[src/rtl/video_timing_gen_if.sv]
// Video output bus between the timing generator and its consumer.
// The pixel source feeds iRGB; everything else is driven by the generator.
interface video_timing_gen_if #(
    parameter int unsigned RGB_W = 15
);
    logic [RGB_W-1:0] iRGB;
    logic [RGB_W-1:0] oRGB;
    logic [8:0]       HPOS;
    logic [8:0]       VPOS;
    logic             HBLK;
    logic             VBLK;
    logic             HSYN;
    logic             VSYN;
    logic             line_start;
    logic             frame_start;

    modport master (
        input  iRGB,
        output oRGB, HPOS, VPOS, HBLK, VBLK, HSYN, VSYN, line_start, frame_start
    );

    modport slave (
        output iRGB,
        input  oRGB, HPOS, VPOS, HBLK, VBLK, HSYN, VSYN, line_start, frame_start
    );
endinterface

[src/rtl/video_timing_gen.sv]
// Raster timing generator: counters, blanking, syncs, flip mapping and blanked pixel register.
// Define VTG_POS_ADJ_EN to add h_adj/v_adj sync-position trim inputs.
module video_timing_gen #(
    parameter int unsigned H_ACTIVE = 256,
    parameter int unsigned H_FP     = 24,
    parameter int unsigned H_SYNC   = 32,
    parameter int unsigned H_BP     = 72,
    parameter int unsigned V_ACTIVE = 224,
    parameter int unsigned V_FP     = 3,
    parameter int unsigned V_SYNC   = 7,
    parameter int unsigned V_BP     = 29,
    parameter int unsigned RGB_W    = 15
) (
    input  logic                     clk_sys,
    input  logic                     reset,
    input  logic                     ce_pix,
    input  logic                     flip,
`ifdef VTG_POS_ADJ_EN
    input  logic signed [3:0]        h_adj,
    input  logic signed [3:0]        v_adj,
`endif
    video_timing_gen_if.master       vid
);

    localparam int unsigned H_TOTAL = H_ACTIVE + H_FP + H_SYNC + H_BP;
    localparam int unsigned V_TOTAL = V_ACTIVE + V_FP + V_SYNC + V_BP;

    if (H_ACTIVE == 0 || H_FP == 0 || H_SYNC == 0 || H_BP == 0 ||
        V_ACTIVE == 0 || V_FP == 0 || V_SYNC == 0 || V_BP == 0 ||
        RGB_W == 0 || H_TOTAL > 512 || V_TOTAL > 512) begin : g_bad_params
        $error("video_timing_gen: zero parameter or line/frame total above 512");
    end

    localparam logic [8:0] HA    = 9'(H_ACTIVE);
    localparam logic [8:0] VA    = 9'(V_ACTIVE);
    localparam logic [8:0] HT_M1 = 9'(H_TOTAL - 1);
    localparam logic [8:0] VT_M1 = 9'(V_TOTAL - 1);

    typedef enum logic {StWait, StRun} state_e;

    state_e           state_q, state_d;
    logic [8:0]       hcnt_q, hcnt_d, vcnt_q, vcnt_d;
    logic             flip_q, flip_d;
    logic             hblk_q, hblk_d, vblk_q, vblk_d;
    logic             hsyn_q, hsyn_d, vsyn_q, vsyn_d;
    logic             ls_q, ls_d, fs_q, fs_d;
    logic [RGB_W-1:0] rgb_q, rgb_d;
    logic             h_wrap, v_wrap;

`ifdef VTG_POS_ADJ_EN
    localparam int H_TOT_I = int'(H_TOTAL);
    localparam int V_TOT_I = int'(V_TOTAL);
    localparam int HS_LO_I = int'(H_ACTIVE + H_FP);
    localparam int VS_LO_I = int'(V_ACTIVE + V_FP);
    localparam int H_SYNC_I = int'(H_SYNC);
    localparam int V_SYNC_I = int'(V_SYNC);

    logic signed [3:0] h_adj_q, h_adj_d, v_adj_q, v_adj_d;
    int                h_rel, v_rel;
`else
    localparam logic [8:0] HS_LO = 9'(H_ACTIVE + H_FP);
    localparam logic [8:0] HS_HI = 9'(H_ACTIVE + H_FP + H_SYNC - 1);
    localparam logic [8:0] VS_LO = 9'(V_ACTIVE + V_FP);
    localparam logic [8:0] VS_HI = 9'(V_ACTIVE + V_FP + V_SYNC - 1);
`endif

    always_comb begin
        state_d = state_q;
        if (ce_pix) state_d = StRun;

        h_wrap = (hcnt_q == HT_M1);
        v_wrap = (vcnt_q == VT_M1);
        hcnt_d = hcnt_q;
        vcnt_d = vcnt_q;
        flip_d = flip_q;
`ifdef VTG_POS_ADJ_EN
        h_adj_d = h_adj_q;
        v_adj_d = v_adj_q;
`endif
        // The first pixel enable after reset presents (0,0) instead of advancing past it.
        if (state_q == StRun) begin
            hcnt_d = h_wrap ? '0 : hcnt_q + 9'd1;
            if (h_wrap) vcnt_d = v_wrap ? '0 : vcnt_q + 9'd1;
            if (h_wrap && v_wrap) begin
                flip_d = flip;
`ifdef VTG_POS_ADJ_EN
                h_adj_d = h_adj;
                v_adj_d = v_adj;
`endif
            end
        end

        hblk_d = (hcnt_d >= HA);
        vblk_d = (vcnt_d >= VA);
`ifdef VTG_POS_ADJ_EN
        // Bias by 4x total keeps the dividend positive for any 4-bit trim.
        h_rel  = (int'(hcnt_d) - HS_LO_I - int'(h_adj_d) + 4 * H_TOT_I) % H_TOT_I;
        v_rel  = (int'(vcnt_d) - VS_LO_I - int'(v_adj_d) + 4 * V_TOT_I) % V_TOT_I;
        hsyn_d = !(h_rel < H_SYNC_I);
        vsyn_d = !(v_rel < V_SYNC_I);
`else
        hsyn_d = !(hcnt_d >= HS_LO && hcnt_d <= HS_HI);
        vsyn_d = !(vcnt_d >= VS_LO && vcnt_d <= VS_HI);
`endif

        ls_d = ce_pix && (hcnt_d == '0);
        fs_d = ls_d && (vcnt_d == '0);

        rgb_d = rgb_q;
        if (state_q == StRun) rgb_d = (hblk_q || vblk_q) ? '0 : vid.iRGB;
    end

    always_ff @(posedge clk_sys or posedge reset) begin
        if (reset) begin
            state_q <= StWait;
            hcnt_q  <= '0;
            vcnt_q  <= '0;
            flip_q  <= 1'b0;
            hblk_q  <= 1'b0;
            vblk_q  <= 1'b0;
            hsyn_q  <= 1'b1;
            vsyn_q  <= 1'b1;
            ls_q    <= 1'b0;
            fs_q    <= 1'b0;
            rgb_q   <= '0;
`ifdef VTG_POS_ADJ_EN
            h_adj_q <= '0;
            v_adj_q <= '0;
`endif
        end else begin
            ls_q <= ls_d;
            fs_q <= fs_d;
            if (ce_pix) begin
                state_q <= state_d;
                hcnt_q  <= hcnt_d;
                vcnt_q  <= vcnt_d;
                flip_q  <= flip_d;
                hblk_q  <= hblk_d;
                vblk_q  <= vblk_d;
                hsyn_q  <= hsyn_d;
                vsyn_q  <= vsyn_d;
                rgb_q   <= rgb_d;
`ifdef VTG_POS_ADJ_EN
                h_adj_q <= h_adj_d;
                v_adj_q <= v_adj_d;
`endif
            end
        end
    end

    // Flip mirrors only the visible area; blanking reports raw counters.
    assign vid.HPOS        = (flip_q && hcnt_q < HA) ? HA - 9'd1 - hcnt_q : hcnt_q;
    assign vid.VPOS        = (flip_q && vcnt_q < VA) ? VA - 9'd1 - vcnt_q : vcnt_q;
    assign vid.HBLK        = hblk_q;
    assign vid.VBLK        = vblk_q;
    assign vid.HSYN        = hsyn_q;
    assign vid.VSYN        = vsyn_q;
    assign vid.oRGB        = rgb_q;
    assign vid.line_start  = ls_q;
    assign vid.frame_start = fs_q;

endmodule

[src/flat_wrapper.sv]
// flat-port wrapper written by rule: the top's interface ports become plain ports
module video_timing_gen_flat 
#(
    parameter int unsigned H_ACTIVE = 256,
    parameter int unsigned H_FP     = 24,
    parameter int unsigned H_SYNC   = 32,
    parameter int unsigned H_BP     = 72,
    parameter int unsigned V_ACTIVE = 224,
    parameter int unsigned V_FP     = 3,
    parameter int unsigned V_SYNC   = 7,
    parameter int unsigned V_BP     = 29,
    parameter int unsigned RGB_W    = 15
)
  (clk_sys, reset, ce_pix, flip, vid_iRGB, vid_oRGB, vid_HPOS, vid_VPOS, vid_HBLK, vid_VBLK, vid_HSYN, vid_VSYN, vid_line_start, vid_frame_start);
  video_timing_gen_if #(.RGB_W(RGB_W)) vid_i ();
  input  logic clk_sys;
  input  logic reset;
  input  logic ce_pix;
  input  logic flip;
  input wire logic [$bits(vid_i.iRGB)-1:0] vid_iRGB;
  output wire logic [$bits(vid_i.oRGB)-1:0] vid_oRGB;
  output wire logic [$bits(vid_i.HPOS)-1:0] vid_HPOS;
  output wire logic [$bits(vid_i.VPOS)-1:0] vid_VPOS;
  output wire logic [$bits(vid_i.HBLK)-1:0] vid_HBLK;
  output wire logic [$bits(vid_i.VBLK)-1:0] vid_VBLK;
  output wire logic [$bits(vid_i.HSYN)-1:0] vid_HSYN;
  output wire logic [$bits(vid_i.VSYN)-1:0] vid_VSYN;
  output wire logic [$bits(vid_i.line_start)-1:0] vid_line_start;
  output wire logic [$bits(vid_i.frame_start)-1:0] vid_frame_start;
  assign vid_i.iRGB = vid_iRGB;
  assign vid_oRGB = vid_i.oRGB;
  assign vid_HPOS = vid_i.HPOS;
  assign vid_VPOS = vid_i.VPOS;
  assign vid_HBLK = vid_i.HBLK;
  assign vid_VBLK = vid_i.VBLK;
  assign vid_HSYN = vid_i.HSYN;
  assign vid_VSYN = vid_i.VSYN;
  assign vid_line_start = vid_i.line_start;
  assign vid_frame_start = vid_i.frame_start;
  video_timing_gen #(.H_ACTIVE(H_ACTIVE), .H_FP(H_FP), .H_SYNC(H_SYNC), .H_BP(H_BP), .V_ACTIVE(V_ACTIVE), .V_FP(V_FP), .V_SYNC(V_SYNC), .V_BP(V_BP), .RGB_W(RGB_W)) u_core (.clk_sys(clk_sys), .reset(reset), .ce_pix(ce_pix), .flip(flip), .vid(vid_i));
endmodule
[config.mk]
export PLATFORM = sky130hd
export DESIGN_NAME = video_timing_gen_flat
export DESIGN_NICKNAME = d
export VERILOG_FILES = /design/src/rtl/video_timing_gen_if.sv /design/src/rtl/video_timing_gen.sv /design/src/flat_wrapper.sv
export SDC_FILE = /design/constraint.sdc
export NUM_CORES = 1
export LEC_CHECK = 0
export ABC_AREA = 1
export CORE_ASPECT_RATIO = 2
export CORE_MARGIN = 2
export CORE_UTILIZATION = 51
export CTS_BUF_LIST = sky130_fd_sc_hd__clkbuf_8
export DETAILED_ROUTE_END_ITERATION = 10
export PLACE_DENSITY_LB_ADDON = 0.12
export SETUP_SLACK_MARGIN = 0.5
export SLEW_MARGIN = 20
export SYNTH_ARGS = -nofsm -noshare
export SYNTH_HDL_FRONTEND = slang
export SYNTH_SLANG_ARGS = --single-unit
[constraint.sdc]
create_clock -name clk_sys -period 2.2 [get_ports clk_sys]
set_clock_uncertainty 0.2 [all_clocks]
set_input_delay 0.33 -clock clk_sys [delete_from_list [all_inputs] [get_ports clk_sys]]
set_output_delay 0.33 -clock clk_sys [all_outputs]
set_load 0.02 [all_outputs]
# [After elaboration in Yosys (flattened, before gate mapping)]
# Cells that the tools add are included.
[classes] muxes=8 magnitude_cmp=8 n_addsub=4 n_eq_ne=2 reduce_logical=14
[ops] cell="$mux W9" n=7
[ops] cell="$add A9 B1 Y9 const B" n=2
[ops] cell="$eq A9 B9 Y1 const B" n=2
[ops] cell="$ge A9 B8 Y1 const B" n=2
[ops] cell="$ge A9 B9 Y1 const B" n=2
[ops] cell="$logic_not A9 Y1" n=2
[ops] cell="$sub A8 B9 Y9 const A" n=2
[ops] cell="$mux W15" n=1
[ops] cell="$le A9 B8 Y1 const B" n=1
[ops] cell="$le A9 B9 Y1 const B" n=1
[ops] cell="$lt A9 B8 Y1 const B" n=1
[ops] cell="$lt A9 B9 Y1 const B" n=1
[ops] cell="$logic_and A1 B1 Y1" n=7
[ops] cell="$reduce_and A3 Y1" n=1
[ops] cell="$logic_not A1 Y1" n=2
[ops] cell="$reduce_and A2 Y1" n=1
[ops] cell="$logic_or A1 B1 Y1" n=1
[totals] input_bits=19 out_inout_bits=39 reg_bits=41

# [Depth between registers and ports, before layout]
# Gate-level depths: netlist of the first run.
[depth] ltp_word=7 mapped_depth=14 mapped_depth_nobuf=14

# [Least setup slack after synthesis of the first run]
# OpenSTA, ideal clock, no wires.
[synth_path] path_kind="reg2out" start="register u_core.vcnt_q[5]" end="output port vid_VPOS[8]" arrival_ns=1.581 slack_ns=0.089 path_buffers=0 path_stages_with_launch=5 cell_sequence="dfrtp_1 ha_1 nand2_1 nand3_1 o31ai_1"
[synth_between] elab_chain_cells=3 word_cells_on_any_way=4 classes_between="add/sub (1); order compare (1); mux (1); reduce/logical (1)"
[synth_rtl] item="from (decl)" line="video_timing_gen.sv:42" source="logic [8:0] hcnt_q, hcnt_d, vcnt_q, vcnt_d;"
[synth_rtl] item="from (signal assigned)" line="video_timing_gen.sv:136" source="vcnt_q <= vcnt_d;"
[synth_rtl] item="$lt A9 B8 Y1" line="video_timing_gen.sv:153" source="assign vid.VPOS = (flip_q && vcnt_q < VA) ? VA - 9'd1 - vcnt_q : vcnt_q;"
[synth_rtl] item="$logic_and A1 B1 Y1" line="video_timing_gen.sv:153"
[synth_rtl] item="$mux W9 (*)" line="video_timing_gen.sv:153"
[synth_rtl] item="to (decl)" line="flat_wrapper.sv:23" source="output wire logic [$bits(vid_i.VPOS)-1:0] vid_VPOS;"
# Every way passes the cells marked *; elsewhere a longest branch is shown, timed or not.

# [Worst setup path after layout of the first run]
[layout_path] start="register u_core.hcnt_q[5]" end="register u_core.vsyn_q, in the netlist u_core.vid.VSYN"
[layout_between] elab_chain_cells=6 word_cells_on_any_way=7 classes_between="order compare (2); eq/ne (1); mux (2); reduce/logical (2)"
[layout_rtl] item="from (decl)" line="video_timing_gen.sv:42"
[layout_rtl] item="from (signal assigned)" line="video_timing_gen.sv:135" source="hcnt_q <= hcnt_d;"
[layout_rtl] item="$eq A9 B9 Y1 (*)" line="video_timing_gen.sv:71" source="h_wrap = (hcnt_q == HT_M1);"
[layout_rtl] item="$mux W9 (*)" line="video_timing_gen.sv:83" source="if (h_wrap) vcnt_d = v_wrap ? '0 : vcnt_q + 9'd1;"
[layout_rtl] item="$mux W9 (*)" line="video_timing_gen.sv:81" source="if (state_q == StRun) begin"
[layout_rtl] item="$ge A9 B8 Y1 / $le A9 B8 Y1 (equally long branches)" line="video_timing_gen.sv:103" source="vsyn_d = !(vcnt_d >= VS_LO && vcnt_d <= VS_HI);"
[layout_rtl] item="$logic_and A1 B1 Y1 (*)" line="video_timing_gen.sv:103"
[layout_rtl] item="$logic_not A1 Y1 (*)" line="video_timing_gen.sv:103"
[layout_rtl] item="to (signal assigned)" line="video_timing_gen.sv:141" source="vsyn_q <= vsyn_d;"
[layout_rtl] item="to (decl)" line="video_timing_gen.sv:45" source="logic hsyn_q, hsyn_d, vsyn_q, vsyn_d;"
# Marked as above.
# A chain may end at the register's enable or synchronous reset.

==> out/qor.yml, run 1 <==
outcome: "finished, final reports clean"
cts_buffers: 5
syn_area_per_cell_um2: 7.425
synth_cells: 320
utilization_pct: 86.07
fin_crit_sh_pct: 98.21
yosysWarnings: 0
nets: 447
antenna_found_initial: 0
p_leak_nw: 1.975
drt_iter0_drc: 149
met3_usage_pct: 4.451
use_met2_pct: 50.63
ys_types: 33
worstPathMaxFanout: 7
rrSetupSlack_ps: 40
final_cell_mix: "nand2_1 (90), dfrtp_1 (36), buf_4 (32)"
hold_viol: 0
io_pins: 58
tightest_slew_ps: 493.8
cp.arrival_ps: 2210
fin_cells: 480
drive_gt1_share_pct: 37.65
core_mm2: 0.004554
setup.worst_path.start: "u_core.hcnt_q[5]$_DFFE_PP0P_"
grt_usage_pct: 28.19
worst_ep_required_time_ps: 2250
h-tree-depth: 2
dp_hpwl_um: 4813
diodes: 0
seq_area_frac_synth_pct: 42.23
cp-start-kind: "flip-flop"
cts_root_buf: "clkbuf_8"
syn_nets: 343
dp.cells: 446
viasPerCell: 5.463
netlist_area_mm2: 0.002376
place_area_mm2: 0.003385
vias: 2622
die_h_um: 100.5
worstHoldPathType: "in -> async"
slew_headroom_pct: 67.08
grt_overflow: 0
drt_first_pass_iters: 7
post_drt_wl_per_cell_um: 16.23
finalPower_mw: 2.967
die_w_um: 52.27
area_growth_pct: 64.98
ys_seq_elements: 40
io_buffer_count: 57
reg2reg_from: "u_core.hcnt_q[5]$_DFFE_PP0P_"
remaining_drc_errors: 0
async_flop_share_pct: 100.0
min_period_ps: 2161
power.density_mw_per_mm2: 757.0
setup.worst_path.end_class: "flip-flop"
synth_flop_cell: "dfrtp_1"
cts.sinks: 40
setup_violations: 0
grt_pass1_vias: 2486
cts.path.max_buffers: 2
insertion_delay_ps: 300
reg2reg_depth: 11
grt_max_degree: 41
max_freq_ghz: 0.4628
start_util_pct: 52.17
drt_wl_total_um: 7791
grt.busiest_layer: "met2"
critical_path_class: "reg -> reg"
use_met1_pct: 30.72
synth_edf_count: 0
place_congestion: 0.8665
grt_pass1_wl_um: 11090
ant_nets: 0
hold_ws_ps: 231.1
clk_pin_slew_ps: 90
rsz0062_at_grt: "true"
drv_cap: 0
timing.rr.end: "u_core.vid.VSYN$_DFFE_PP1P_"
drv_slew: 0
vdd_drop_max_uv: 770.8
cts_tree: "built"
die-area_mm2: 0.005254
layout_commonest_cell: "nand2_1"
final_area_mm2: 0.003920
rows: 35
==> Yosys cell counts (2+ instances only) <==
cell	number	area, um2
buf_4	2	15.01
clkbuf_1	7	26.28
dfrtp_1	38	950.9
dfstp_2	2	52.55
ha_1	4	50.05
inv_1	31	116.4
inv_2	2	7.510
nand2_1	107	401.6
nand2_2	3	18.77
nand3_1	31	155.2
nand3_2	3	30.03
nand4_1	7	43.79
nor2_1	26	97.59
nor2_4	2	22.52
o21ai_0	21	105.1
o21ai_1	2	10.01
o22ai_1	2	12.51
o31ai_1	2	15.01
xor2_1	14	122.6
==> critical path, cell delays in order, from the launching register on <==
cell and delay, ps:
dfrtp_1 420, nand2_1 150, nor2_4 270, nand2_4 140
nor2_8 150, nand3_1 80, nand2_1 80, nand2_2 90
nor2_1 200, nand3_2 130, nor2_1 140, nor2_1 60
==> metrics by stage <==
step                      setup TNS, ps  setup slack [ps]
after floorplan                       0             316.6
after global placement           -25.10            -6.190
after detailed placement         -177.7            -35.80
after CTS                             0             107.0
after global routing             -96.97            -69.25
final                                 0             39.36
==> state kept, by name, indices dropped and copies added, names as in the netlist <==
signal	flops
u_core.vid.oRGB	15
u_core.vcnt_q	9
u_core.hcnt_q	8
u_core.flip_q	1
u_core.state_q	1
u_core.vid.HBLK	1
u_core.vid.HSYN	1
u_core.vid.VBLK	1
u_core.vid.VSYN	1
u_core.vid.frame_start	1
u_core.vid.line_start	1
==> power breakdown <==
group          switching [mW]  leakage, nW  internal, mW
Combinational           0.815         1.41         0.576
Sequential             0.0997        0.512         0.851
Clock                   0.284       0.0548         0.342
Total                    1.20         1.97          1.77
==> worst max path at each step <==
stage | endpoint | slack [ps] | cells past startpoint
2_1_floorplan | u_core.vid.VBLK$_DFFE_PP0P_ | 320 | 12
3_3_place_gp | vid_VPOS[4] | -6 | 6
3_5_place_dp | vid_VPOS[3] | -40 | 6
4_1_cts | vid_VPOS[3] | 110 | 6
5_1_grt | u_core.vid.VSYN$_DFFE_PP1P_ | -70 | 11
6_report | u_core.vid.VSYN$_DFFE_PP1P_ | 40 | 11
==> cell type report <==
type | instances | area [um2]
multi-input combinational | 237 | 1572
timing repair buffer | 106 | 1023
sequential | 40 | 1006
fill | 239 | 634.4
inverter | 34 | 135.1
clock buffer | 5 | 68.82
tap | 55 | 68.82
clock inverter | 3 | 46.29
==> logic make-up (layout without fill, tap and decap cells) <==
logic type,after synthesis,in the layout,share of synthesized area (%)
buf+inv,44,148,7.741
compound gates,32,32,7.530
flops,40,40,42.23
mux,1,1,0.4213
fa+ha+maj,4,4,2.106
simple gates,184,185,34.44
xor+xnor,15,15,5.529
==> timing repair <==
action                     CTS  global route
pin swaps                   18            21
setup endpoints to repair   58            58
hold buffers                 0             0
buffers inserted            12            13
cloned                       1             0
resized for setup          142            59
==> metal layers <==
metal	part of all wire, %	wire, um
met4	5.4	418
met1	32	2528
met5	0	0
met3	5.4	420
met2	57	4422
No activity file was read; power rests on OpenSTA's default activity.
==> run 2, diff against run 1 <==
- CORE_ASPECT_RATIO: 2 -> 0.9
- CORE_UTILIZATION: 51 -> 35
==> run 2 against run 1 <==
First-iteration DRC count is 14% lower. Critical path depth stayed put. Cell count is 9.0% higher. Count of clock-buffer cells in the layout unchanged. Worst setup slack improved by 46 ps. Via count shrank 4.1%. Flip-flop and latch count did not move. Clock power hardly changed. Die area up 42%. Sequential share of layout area shrank 1.3 points. Highest routed layer unchanged.
==> out/qor.yml, run 2 (same netlist as run 1, synthesis figures left out) <==
drv_slew: 0  # unchanged
viasPerCell: 4.807  # was 5.463
layout_commonest_cell: "nand2_1"  # unchanged
tightest_slew_ps: 533.1  # was 493.8 ps
area_growth_pct: 73.72  # was 64.98%
fill_cells: 589  # was 239
critical_path_class: "reg -> reg"  # unchanged
grt_pass1_vias: 2417  # was 2486
worst_ep_required_time_ps: 2230  # was 2250 ps
antenna_found_initial: 0  # unchanged
rows: 28  # was 35
cts_buffers: 5  # unchanged
cts_root_buf: "clkbuf_8"  # unchanged
grt_max_degree: 41  # unchanged
outcome: "finished, final reports clean"  # unchanged
h-tree-depth: 2  # unchanged
rsz0062_at_grt: "true"  # unchanged
drt_wl_total_um: 7152  # was 7791 um
worstHoldPathType: "in -> async"  # unchanged
final_cell_mix: "nand2_1 (81), dfrtp_1 (36), buf_4 (35)"  # was nand2_1 (90), dfrtp_1 (36), buf_4 (32)
hold_ws_ps: 252.4  # was 231.1 ps
drive_gt1_share_pct: 43.42  # was 37.65%
cts.sinks: 40  # unchanged
min_period_ps: 2115  # was 2161 ps
die_w_um: 90.85  # was 52.27 um
io_buffer_count: 57  # unchanged
drt_first_pass_iters: 4  # was 7
setup_violations: 0  # unchanged
worstPathMaxFanout: 6  # was 7
hold_viol: 0  # unchanged
vias: 2514  # was 2622
diodes: 0  # unchanged
clk_pin_slew_ps: 90  # about the same
largest_reg_flops: 15  # unchanged
drt_iter0_drc: 128  # was 149
setup.worst_path.end_class: "flip-flop"  # unchanged
nets: 455  # was 447
power.density_mw_per_mm2: 736.9  # was 757.0 mW/mm2
vdd_drop_max_uv: 353.6  # was 770.8 uV
io_pins: 58  # unchanged
ant_nets: 0  # unchanged
fin_crit_sh_pct: 96.12  # was 98.21%
drv_cap: 0  # unchanged
remaining_drc_errors: 0  # unchanged
slew_headroom_pct: 64.42  # was 67.08%
die-area_mm2: 0.007465  # was 0.005254 mm2
cp-start-kind: "flip-flop"  # unchanged
grt_usage_pct: 19.22  # was 28.19%
die_h_um: 82.17  # was 100.5 um
cp.arrival_ps: 2150  # was 2210 ps
fin_tns_setup_ps: 0  # unchanged
core_mm2: 0.006586  # was 0.004554 mm2
post_drt_wl_per_cell_um: 13.67  # was 16.23 um
hold_buffers: 0  # unchanged
p_leak_nw: 2.046  # was 1.975 nW
place_congestion: 0.8317  # was 0.8665
insertion_delay_ps: 300  # about the same
cts.path.max_buffers: 2  # unchanged
dp_hpwl_um: 4672  # was 4813 um
start_util_pct: 36.08  # was 52.17%
grt_pass1_wl_um: 11400  # was 11090 um
cts_tree: "built"  # unchanged
grt_overflow: 0  # unchanged
max_freq_ghz: 0.4729  # was 0.4628 GHz
==> run 2: cell types whose count changed in the layout (fill, tap and decap cells not counted), sizes merged <==
cell	change
buf	+9
clkbuf	-1
clkinv	+3
clkinvlp	-3
==> run 2: area by class of cell <==
type                    count  area [um2]  share of cell area [%]
inverters                  34       128.9                   3.122
clock inverters             3       47.55                   1.152
flip-flops and latches     40        1006                   24.37
clock buffers               5       68.82                   1.667
repair buffers            114        1102                   26.71
well taps                  90       112.6                   2.728
multi-input cells         237        1662                   40.25
==> run 2: worst max-delay path: stages, from the launching register on <==
cell	delay (ps)
dfrtp_1	370
ha_2	220
nand2_4	70
nor2_4	200
nand2_4	120
nor2_8	180
nand2_2	80
nand2_2	100
nand2_2	80
nor3_4	220
nand3_2	110
nor2_2	100
==> run 2: what timing repair did <==
| action | CTS | global route |
|---|---|---|
| gates cloned | 1 | 0 |
| pin swaps | 29 | 29 |
| gates resized for setup | 175 | 58 |
| hold endpoints to repair | 0 | 0 |
| setup endpoints to repair | 69 | 41 |
| buffers inserted | 21 | 6 |
==> run 2: metrics by stage <==
stage	total power, mW	util, %	cell area [um2]	instances	setup WS [ps]
after floorplan	1.686	-	2584	320	316.6
after global placement	2.164	52.74	3473	487	-11.11
after detailed placement	2.173	52.74	3473	487	-34.27
after CTS	2.870	59.61	3926	517	120.5
after global routing	3.231	62.67	4128	523	-33.90
final	3.042	62.67	4128	523	85.44
==> run 2: routing by layer <==
metal	global-route usage, %	part of all wire (%)	vias up
met3	4.991	5.9	15
li1	-	-	1232
met4	5.606	1.6	0
met2	31.34	47	72
met1	25.71	45	1195
met5	0	0	-
==> run 2: report_power, final <==
group          switching, mW  total (mW)  leakage (nW)  internal (mW)
clock                  0.286       0.628        0.0583          0.342
sequential             0.110       0.962         0.511          0.852
combinational          0.802        1.45          1.48          0.650
==> run 2: worst paths after layout <==
check                                               start                                to  slack [ps]  cells past startpoint
max                          u_core.hcnt_q[0]$_DFFE_PP0P_  u_core.vid.frame_start$_DFF_PP0_          90                     11
max reg2reg                  u_core.hcnt_q[0]$_DFFE_PP0P_  u_core.vid.frame_start$_DFF_PP0_          90                     11
max in group asynchronous                           reset      u_core.hcnt_q[2]$_DFFE_PP0P_        1170                      3
min in group clk_sys       u_core.vid.oRGB[2]$_DFFE_PP0P_    u_core.vid.oRGB[2]$_DFFE_PP0P_         280                      2
min                                                 reset    u_core.vid.oRGB[7]$_DFFE_PP0P_         250                      3
min reg2reg                u_core.vid.oRGB[2]$_DFFE_PP0P_    u_core.vid.oRGB[2]$_DFFE_PP0P_         280                      2
